<file path="src/rtl/wb_gpio.sv">
// wb_gpio: Wishbone GPIO block with edge-triggered interrupts, enabled by defining WB_GPIO_IRQ_EN
module wb_gpio #(
    parameter int GPIO_WIDTH = 16
) (
    input  logic                  wb_clk_i,
    input  logic                  wb_rst_i,
    input  logic                  wb_cyc_i,
    input  logic                  wb_stb_i,
    input  logic                  wb_we_i,
    input  logic [31:0]           wb_adr_i,
    input  logic [31:0]           wb_dat_i,
    input  logic [3:0]            wb_sel_i,
    output logic [31:0]           wb_dat_o,
    output logic                  wb_ack_o,
    output logic                  wb_err_o,
    output logic                  wb_stall_o,
    input  logic [GPIO_WIDTH-1:0] gpio_i,
    output logic [GPIO_WIDTH-1:0] gpio_o,
    output logic [GPIO_WIDTH-1:0] gpio_oe_o,
    output logic                  irq_o
);
    logic                  req, wr, rd;
    logic [3:0]            off;
    logic [31:0]           bmask;
    logic [GPIO_WIDTH-1:0] wmask, wdata;
    logic                  ack_d, ack_q, err_d, err_q;
    logic [31:0]           dat_d, dat_q;
    logic [GPIO_WIDTH-1:0] out_d, out_q, dir_d, dir_q;
    logic [GPIO_WIDTH-1:0] sync1_d, sync1_q, sync2_d, sync2_q;
    logic                  unused_ok;
`ifdef WB_GPIO_IRQ_EN
    logic [GPIO_WIDTH-1:0] en_d, en_q, edge_d, edge_q, stat_d, stat_q, prev_d, prev_q, hit;
    logic                  irq_d, irq_q;
`endif

    assign unused_ok  = ^{wb_adr_i, wb_dat_i, bmask};
    assign wb_stall_o = 1'b0;
    assign wb_dat_o   = dat_q;
    assign wb_ack_o   = ack_q;
    assign wb_err_o   = err_q;
    assign gpio_o     = out_q;
    assign gpio_oe_o  = dir_q;

    // Decode the request; offsets 0x20-0x3C are unmapped and never write
    always_comb begin
        req   = wb_cyc_i & wb_stb_i;
        off   = wb_adr_i[5:2];
        wr    = req & wb_we_i & ~off[3];
        rd    = req & ~wb_we_i & ~off[3];
        bmask = {{8{wb_sel_i[3]}}, {8{wb_sel_i[2]}}, {8{wb_sel_i[1]}}, {8{wb_sel_i[0]}}};
        wmask = bmask[GPIO_WIDTH-1:0];
        wdata = wb_dat_i[GPIO_WIDTH-1:0] & wmask;
    end

    // Next-state for bus response, output registers, synchronizer and read data
    always_comb begin
        ack_d   = req & ~off[3];
        err_d   = req & off[3];
        sync1_d = gpio_i;
        sync2_d = sync1_q;
        out_d   = (wr && off == 4'd1) ? (out_q & ~wmask) | wdata :
                  (wr && off == 4'd3) ? out_q | wdata :
                  (wr && off == 4'd4) ? out_q & ~wdata : out_q;
        dir_d   = (wr && off == 4'd2) ? (dir_q & ~wmask) | wdata : dir_q;
        dat_d   = '0;
        if (rd) begin
            case (off[2:0])
                3'd0:    dat_d[GPIO_WIDTH-1:0] = sync2_q;
                3'd1:    dat_d[GPIO_WIDTH-1:0] = out_q;
                3'd2:    dat_d[GPIO_WIDTH-1:0] = dir_q;
`ifdef WB_GPIO_IRQ_EN
                3'd5:    dat_d[GPIO_WIDTH-1:0] = en_q;
                3'd6:    dat_d[GPIO_WIDTH-1:0] = edge_q;
                3'd7:    dat_d[GPIO_WIDTH-1:0] = stat_q;
`endif
                default: dat_d = '0;
            endcase
        end
    end

    // Core state registers with asynchronous reset
    always_ff @(posedge wb_clk_i or posedge wb_rst_i) begin
        if (wb_rst_i) begin
            ack_q   <= 1'b0;
            err_q   <= 1'b0;
            dat_q   <= '0;
            out_q   <= '0;
            dir_q   <= '0;
            sync1_q <= '0;
            sync2_q <= '0;
        end else begin
            ack_q   <= ack_d;
            err_q   <= err_d;
            dat_q   <= dat_d;
            out_q   <= out_d;
            dir_q   <= dir_d;
            sync1_q <= sync1_d;
            sync2_q <= sync2_d;
        end
    end

`ifdef WB_GPIO_IRQ_EN
    // Edge detect against the previous sample; a fresh edge wins over a same-cycle clear
    always_comb begin
        prev_d = sync2_q;
        hit    = (edge_q & sync2_q & ~prev_q) | (~edge_q & ~sync2_q & prev_q);
        en_d   = (wr && off == 4'd5) ? (en_q & ~wmask) | wdata : en_q;
        edge_d = (wr && off == 4'd6) ? (edge_q & ~wmask) | wdata : edge_q;
        stat_d = (stat_q & ~((wr && off == 4'd7) ? wdata : '0)) | hit;
        irq_d  = |(stat_q & en_q);
    end

    // Interrupt state registers with asynchronous reset
    always_ff @(posedge wb_clk_i or posedge wb_rst_i) begin
        if (wb_rst_i) begin
            en_q   <= '0;
            edge_q <= '0;
            stat_q <= '0;
            prev_q <= '0;
            irq_q  <= 1'b0;
        end else begin
            en_q   <= en_d;
            edge_q <= edge_d;
            stat_q <= stat_d;
            prev_q <= prev_d;
            irq_q  <= irq_d;
        end
    end

    assign irq_o = irq_q;
`else
    assign irq_o = 1'b0;
`endif
endmodule

</file>
<file path="config.mk">
export PLATFORM = sky130hd
export DESIGN_NAME = wb_gpio
export DESIGN_NICKNAME = d
export VERILOG_FILES = /design/src/rtl/wb_gpio.sv
export SDC_FILE = /design/constraint.sdc
export NUM_CORES = 1
export LEC_CHECK = 0
export CAP_MARGIN = 20
export CORE_MARGIN = 1.5
export CORE_UTILIZATION = 45
export CTS_BUF_LIST = sky130_fd_sc_hd__clkbuf_4
export CTS_CLUSTER_SIZE = 20
export DETAILED_ROUTE_END_ITERATION = 10
export GPL_TIMING_DRIVEN = 1
export PLACE_DENSITY = 0.88
export SYNTH_ARGS = -nofsm -noshare
export SYNTH_HDL_FRONTEND = slang
export SYNTH_SLANG_ARGS = --single-unit
</file>
<file path="constraint.sdc">
create_clock -name wb_clk_i -period 4.8 [get_ports wb_clk_i]
set_input_delay 0.96 -clock wb_clk_i [delete_from_list [all_inputs] [get_ports wb_clk_i]]
set_output_delay 0.96 -clock wb_clk_i [all_outputs]
set_load 0.1 [all_outputs]
</file>
==> results of run 1 <==
[cells in the mapped netlist (2+ instances only)]
library cell	number
buf_2	5
nor3b_1	16
a21oi_1	16
buf_6	3
mux2_2	16
dfrtp_1	82
nand4b_2	2
clkbuf_1	2
nand2b_1	2
buf_4	18
or2_1	2
nor2_1	35
a221o_1	16
mux2i_1	16
nand2_1	4
[report_power, final]
group | switching [uW] | internal, uW
combinational | 226 | 81.4
clock | 216 | 149
sequential | 16.0 | 718
total | 459 | 948
[cell families after synthesis]
family,Yosys count,share of synthesized area
AND/OR/NAND/NOR,65,0.113
AO/OA/AOI/OAI,34,0.0793
other,1,0.00116
flip-flops,82,0.634
multiplexers,32,0.105
XOR/XNOR,1,0.00271
buffers and inverters,30,0.0646
[layout make-up]
cell class	count	area, sq um
Sequential cell	82	2050
Multi-Input combinational cell	150	1040
Timing Repair Buffer	96	951
Fill cell	551	2590
Clock inverter	5	47.5
Clock buffer	9	67.6
Inverter	1	5.00
Tap cell	96	120
[metrics by stage]
| step | util | power (uW) |
|---|---|---|
| after floorplan | - | 977 |
| after global placement | 0.607 | 1050 |
| after detailed placement | 0.607 | 1060 |
| after CTS | 0.623 | 1420 |
| after global routing | 0.623 | 1460 |
| final | 0.623 | 1410 |
[metal layers]
layer | up-vias | track usage | share of wire
met5 | - | 0 | 0
met4 | 0 | 0.110 | 0.020
met3 | 13 | 0.0283 | 0.054
met2 | 100 | 0.315 | 0.49
met1 | 1099 | 0.279 | 0.44
li1 | 1017 | - | -
[worst paths after layout]
path                       startpoint          end  slack [ns]  cells after the start
setup reg to reg            flip-flop    flip-flop        3.77                      2
hold reg to reg            sync1_q[3]   sync2_q[3]        0.36                      0
hold / removal             sync1_q[3]   sync2_q[3]        0.36                      0
min in group asynchronous    wb_rst_i   sync1_q[5]        0.98                      2
max in group asynchronous    wb_rst_i  sync1_q[13]        2.90                      3
setup / recovery            flip-flop   gpio_o[14]        1.84                      1
==> impl_metrics.toml, run 1 <==
[status]
outcome = "finished clean"

[clock_tree]
cts_buffers = 9
cts_root_buf = "clkbuf_4"
cts.repair.resized = 0
ctsHoldBuffers = 0
clock_latency_ns = 0.41
cts_buffer_depth = 2
cts_max_level = 3
cts_setup_buffers = 0
cts_tree = "done"
clk_pin_slew_ns = 0.12
cts.sinks = 82

[grt]
antenna_found_initial = 0
grt_first_pass_wirelength_mm = 11.6
grt_overflow_total = 0
grt_max_degree = 49
grt_pass1_vias = 2262
grt_use_total = 0.203

[drt]
drt_iter0_markers = 116
avgRoutedWirePerCell_microns = 16.7
viasPerCell = 5.08
num_vias = 2229
drt-pass1-iter-count = 4
postRouteAntennaNets = 0
wl_mm = 7.35
drc_errors = 0

[floorplan]
fp.coreArea_sq_um = 6870
die_area_sq_um = 7710
row_count = 30
start_util = 0.471
num_io_pins = 157
die-height_microns = 87.8
fp.dieW_microns = 87.8

[worst_setup_path]
path_delay_family = "buffers and inverters"
critPathKind = "reg -> out"
worstSetupEndpointType = "primary output"
path_buf_inv = 1
cp_slowest_stage_delay_ns = 1.16
worst_setup_path_start_kind = "flip-flop"
worstPathRequired_ns = 3.84
crit_chain = "clkdlybuf4s50_1"
slowest_stage = "clkdlybuf4s50_1"
crit_fanout = 4
cp.arrival_ns = 2.00

[place]
portBuffers = 92
placed_cell_area_sq_um = 4170
placed_cells = 425
dpl_worst_slack_ns = 1.58
place.gp.congestion = 0.804
post-dp-hpwl_mm = 5.02

[synth]
ys.flop_type = "dfrtp_1"
ys_seq_elements = 82
syn-instance-count = 245
async_reset_ff_frac = 1.00
synth_warnings = 0
synth_top_area_share = 0.634
yosys.cell_types.count = 25
synth_edf_count = 0
ys_seq_area_frac = 0.634
yosysTopAreaCell = "dfrtp_1"
syn-cell-area_sq_um = 3240
synth_area_per_cell_sq_um = 13.2
synth.area.top_cells = "dfrtp_1, mux2_2, a221o_1"

[layout]
antenna_cells = 0
final_cell_mix = "clkdlybuf4s50_1, dfrtp_1, nor2_1, conb_1"
final_common_cell = "clkdlybuf4s50_1"
drive_gt1_frac = 0.105
layout.nets = 429
instances_no_fill = 439
fin_area_sq_um = 4280
syn2layout_area_growth_pct = 32.3

[timing]
setup_viol = 0
finClkSkew_ns = 0.00996
hold_viol = 0
maxClockFrequency_mhz = 338
worst_hold_slack_ns = 0.357
min_period_over_period = 0.617
postLayoutSetupSlackWorst_ns = 1.84
slew_headroom = 0.311
worst_pin_slew_ns = 1.03
slew_violations = 0
finalCriticalPeriod_ns = 2.96
setup_tns_ns = 0
rsz0062_at_grt = "false"

[job]
maxCapViolations = 0

[min_path]
hold_path_class = "reg -> reg"

[pwr]
irDropWorstVdd_mv = 0.156
power.leakage_uw = 0.00186
power_density_nw_per_um2 = 329
(Power assumes the default switching activity.)
==> run 2: changes to the inputs <==
--- a/config.mk
+++ b/config.mk
@@ -7,12 +7,12 @@
 export LEC_CHECK = 0
 export CAP_MARGIN = 20
 export CORE_MARGIN = 1.5
-export CORE_UTILIZATION = 45
+export CORE_UTILIZATION = 42
 export CTS_BUF_LIST = sky130_fd_sc_hd__clkbuf_4
 export CTS_CLUSTER_SIZE = 20
 export DETAILED_ROUTE_END_ITERATION = 10
 export GPL_TIMING_DRIVEN = 1
-export PLACE_DENSITY = 0.88
+export PLACE_DENSITY = 0.83
 export SYNTH_ARGS = -nofsm -noshare
 export SYNTH_HDL_FRONTEND = slang
 export SYNTH_SLANG_ARGS = --single-unit
==> constraint.sdc (replaced) <==
create_clock -name wb_clk_i -period 2.8 [get_ports wb_clk_i]
set_input_delay 0.56 -clock wb_clk_i [delete_from_list [all_inputs] [get_ports wb_clk_i]]
set_output_delay 0.56 -clock wb_clk_i [all_outputs]
set_load 0.1 [all_outputs]
==> impl_metrics.toml, run 2 (synthesized netlist as in run 1, its figures left out) <==
[timing]
finClkSkew_ns = 0.0153
maxClockFrequency_mhz = 473
worst_pin_slew_ns = 0.754
setup_viol = 0
postLayoutSetupSlackWorst_ns = 0.687
slew_violations = 0
setup_tns_ns = 0
slew_headroom = 0.495
hold_viol = 0
rsz0062_at_grt = "false"
finalCriticalPeriod_ns = 2.11
min_period_over_period = 0.755

[layout]
layout.nets = 432
instances_no_fill = 447
final_common_cell = "dfrtp_1"
drive_gt1_frac = 0.265
multi_input_area_sq_um = 1040
fill_cells = 624
regArea_sq_um = 2050
final_cell_mix = "dfrtp_1, buf_4, clkdlybuf4s50_1, nor2_1, conb_1"
syn2layout_area_growth_pct = 30.8

[floorplan]
fp.dieW_microns = 90.8
start_util = 0.439
die-height_microns = 90.8
die_area_sq_um = 8240
row_count = 31
num_io_pins = 157
fp.coreArea_sq_um = 7370

[clock_tree]
cts_root_buf = "clkbuf_4"
cts_tree = "done"
cts_max_level = 3
clock_latency_ns = 0.40
cts.sinks = 82
cts_setup_buffers = 0
cts.repair.resized = 0
clk_pin_slew_ns = 0.12
ctsHoldBuffers = 0
cts_buffer_depth = 2
cts_buffers = 9

[pwr]
irDropWorstVdd_mv = 0.214
power.leakage_uw = 0.00196
power_density_nw_per_um2 = 594

[grt]
grt_max_degree = 51
grt_pass1_vias = 2177
grt_first_pass_wirelength_mm = 11.8
grt_use_total = 0.185
grt_overflow_total = 0
antenna_found_initial = 0

[drt]
drc_errors = 0
viasPerCell = 4.95
avgRoutedWirePerCell_microns = 16.3
drt_iter0_markers = 135
postRouteAntennaNets = 0
wl_mm = 7.30
drt-pass1-iter-count = 4
num_vias = 2212

[place]
placed_cells = 431
dpl_worst_slack_ns = 0.288
place.gp.congestion = 0.779
portBuffers = 92
post-dp-hpwl_mm = 5.05

[min_path]
min_to = "sync2_q[13]"
min_from = "sync1_q[13]"
hold_path_class = "reg -> reg"
hold_path_depth = 0

[worst_setup_path]
cp.arrival_ns = 2.45
crit_fanout = 8
worstSetupEndpointType = "flip-flop"
worst_setup_path_start_kind = "input pin"
worstPathRequired_ns = 3.14
critPathKind = "in -> reg"
ff2ff_path_depth = 2
regToRegSetupSlack_ns = 1.81

[job]
maxCapViolations = 0

[status]
outcome = "finished clean"
## run 2: cell type report
| type | instances | area share |
|---|---|---|
| well taps | 99 | 0.0293 |
| diodes | 1 | 0.000591 |
| clock inverters | 6 | 0.0195 |
| inverters | 1 | 0.00118 |
| repair buffers | 99 | 0.203 |
| multi-input cells | 150 | 0.245 |
| flip-flops and latches | 82 | 0.485 |
| clock buffers | 9 | 0.0160 |
## run 2: worst max path at each step
stage | startpoint | endpoint | slack (ns) | cells past startpoint
after detailed placement | wb_adr_i[2] | flip-flop | 0.29 | 5
after global routing | wb_adr_i[5] | flip-flop | 0.60 | 5
after floorplan | wb_rst_i | async pin | 0.13 | 1
final | wb_adr_i[5] | flip-flop | 0.69 | 5
after global placement | wb_adr_i[2] | flip-flop | 0.31 | 5
after CTS | wb_adr_i[5] | flip-flop | 0.73 | 5
## run 2: where the power goes
part	switching, uW	total [uW]	internal, uW
sequential	26.2	1260	1230
clock	380	734	353
combinational	387	522	135
## run 2: through the flow
stage	utilization	instance area, sq um	total power [uW]	hold WS (ns)
floorplan	-	3300	1680	0.331
global placement	0.554	4080	1790	0.332
detailed placement	0.554	4080	1800	0.335
CTS	0.574	4230	2530	0.362
global route	0.574	4230	2600	0.368
finish	0.574	4230	2510	0.361
## run 2: worst max-delay path, stage by stage
cell,delay [ns]
clkdlybuf4s50_1,0.52
and4b_1,0.40
nand2_1,0.09
nor2_1,0.60
a221o_1,0.28
## run 2: layer usage
layer,up-vias,part of all wire,track usage,wire length (microns)
li1,1023,-,-,-
met1,1113,0.44,0.239,3210
met2,69,0.50,0.310,3670
met3,7,0.047,0.0387,343
met4,0,0.012,0.0638,86
met5,-,0,0,0
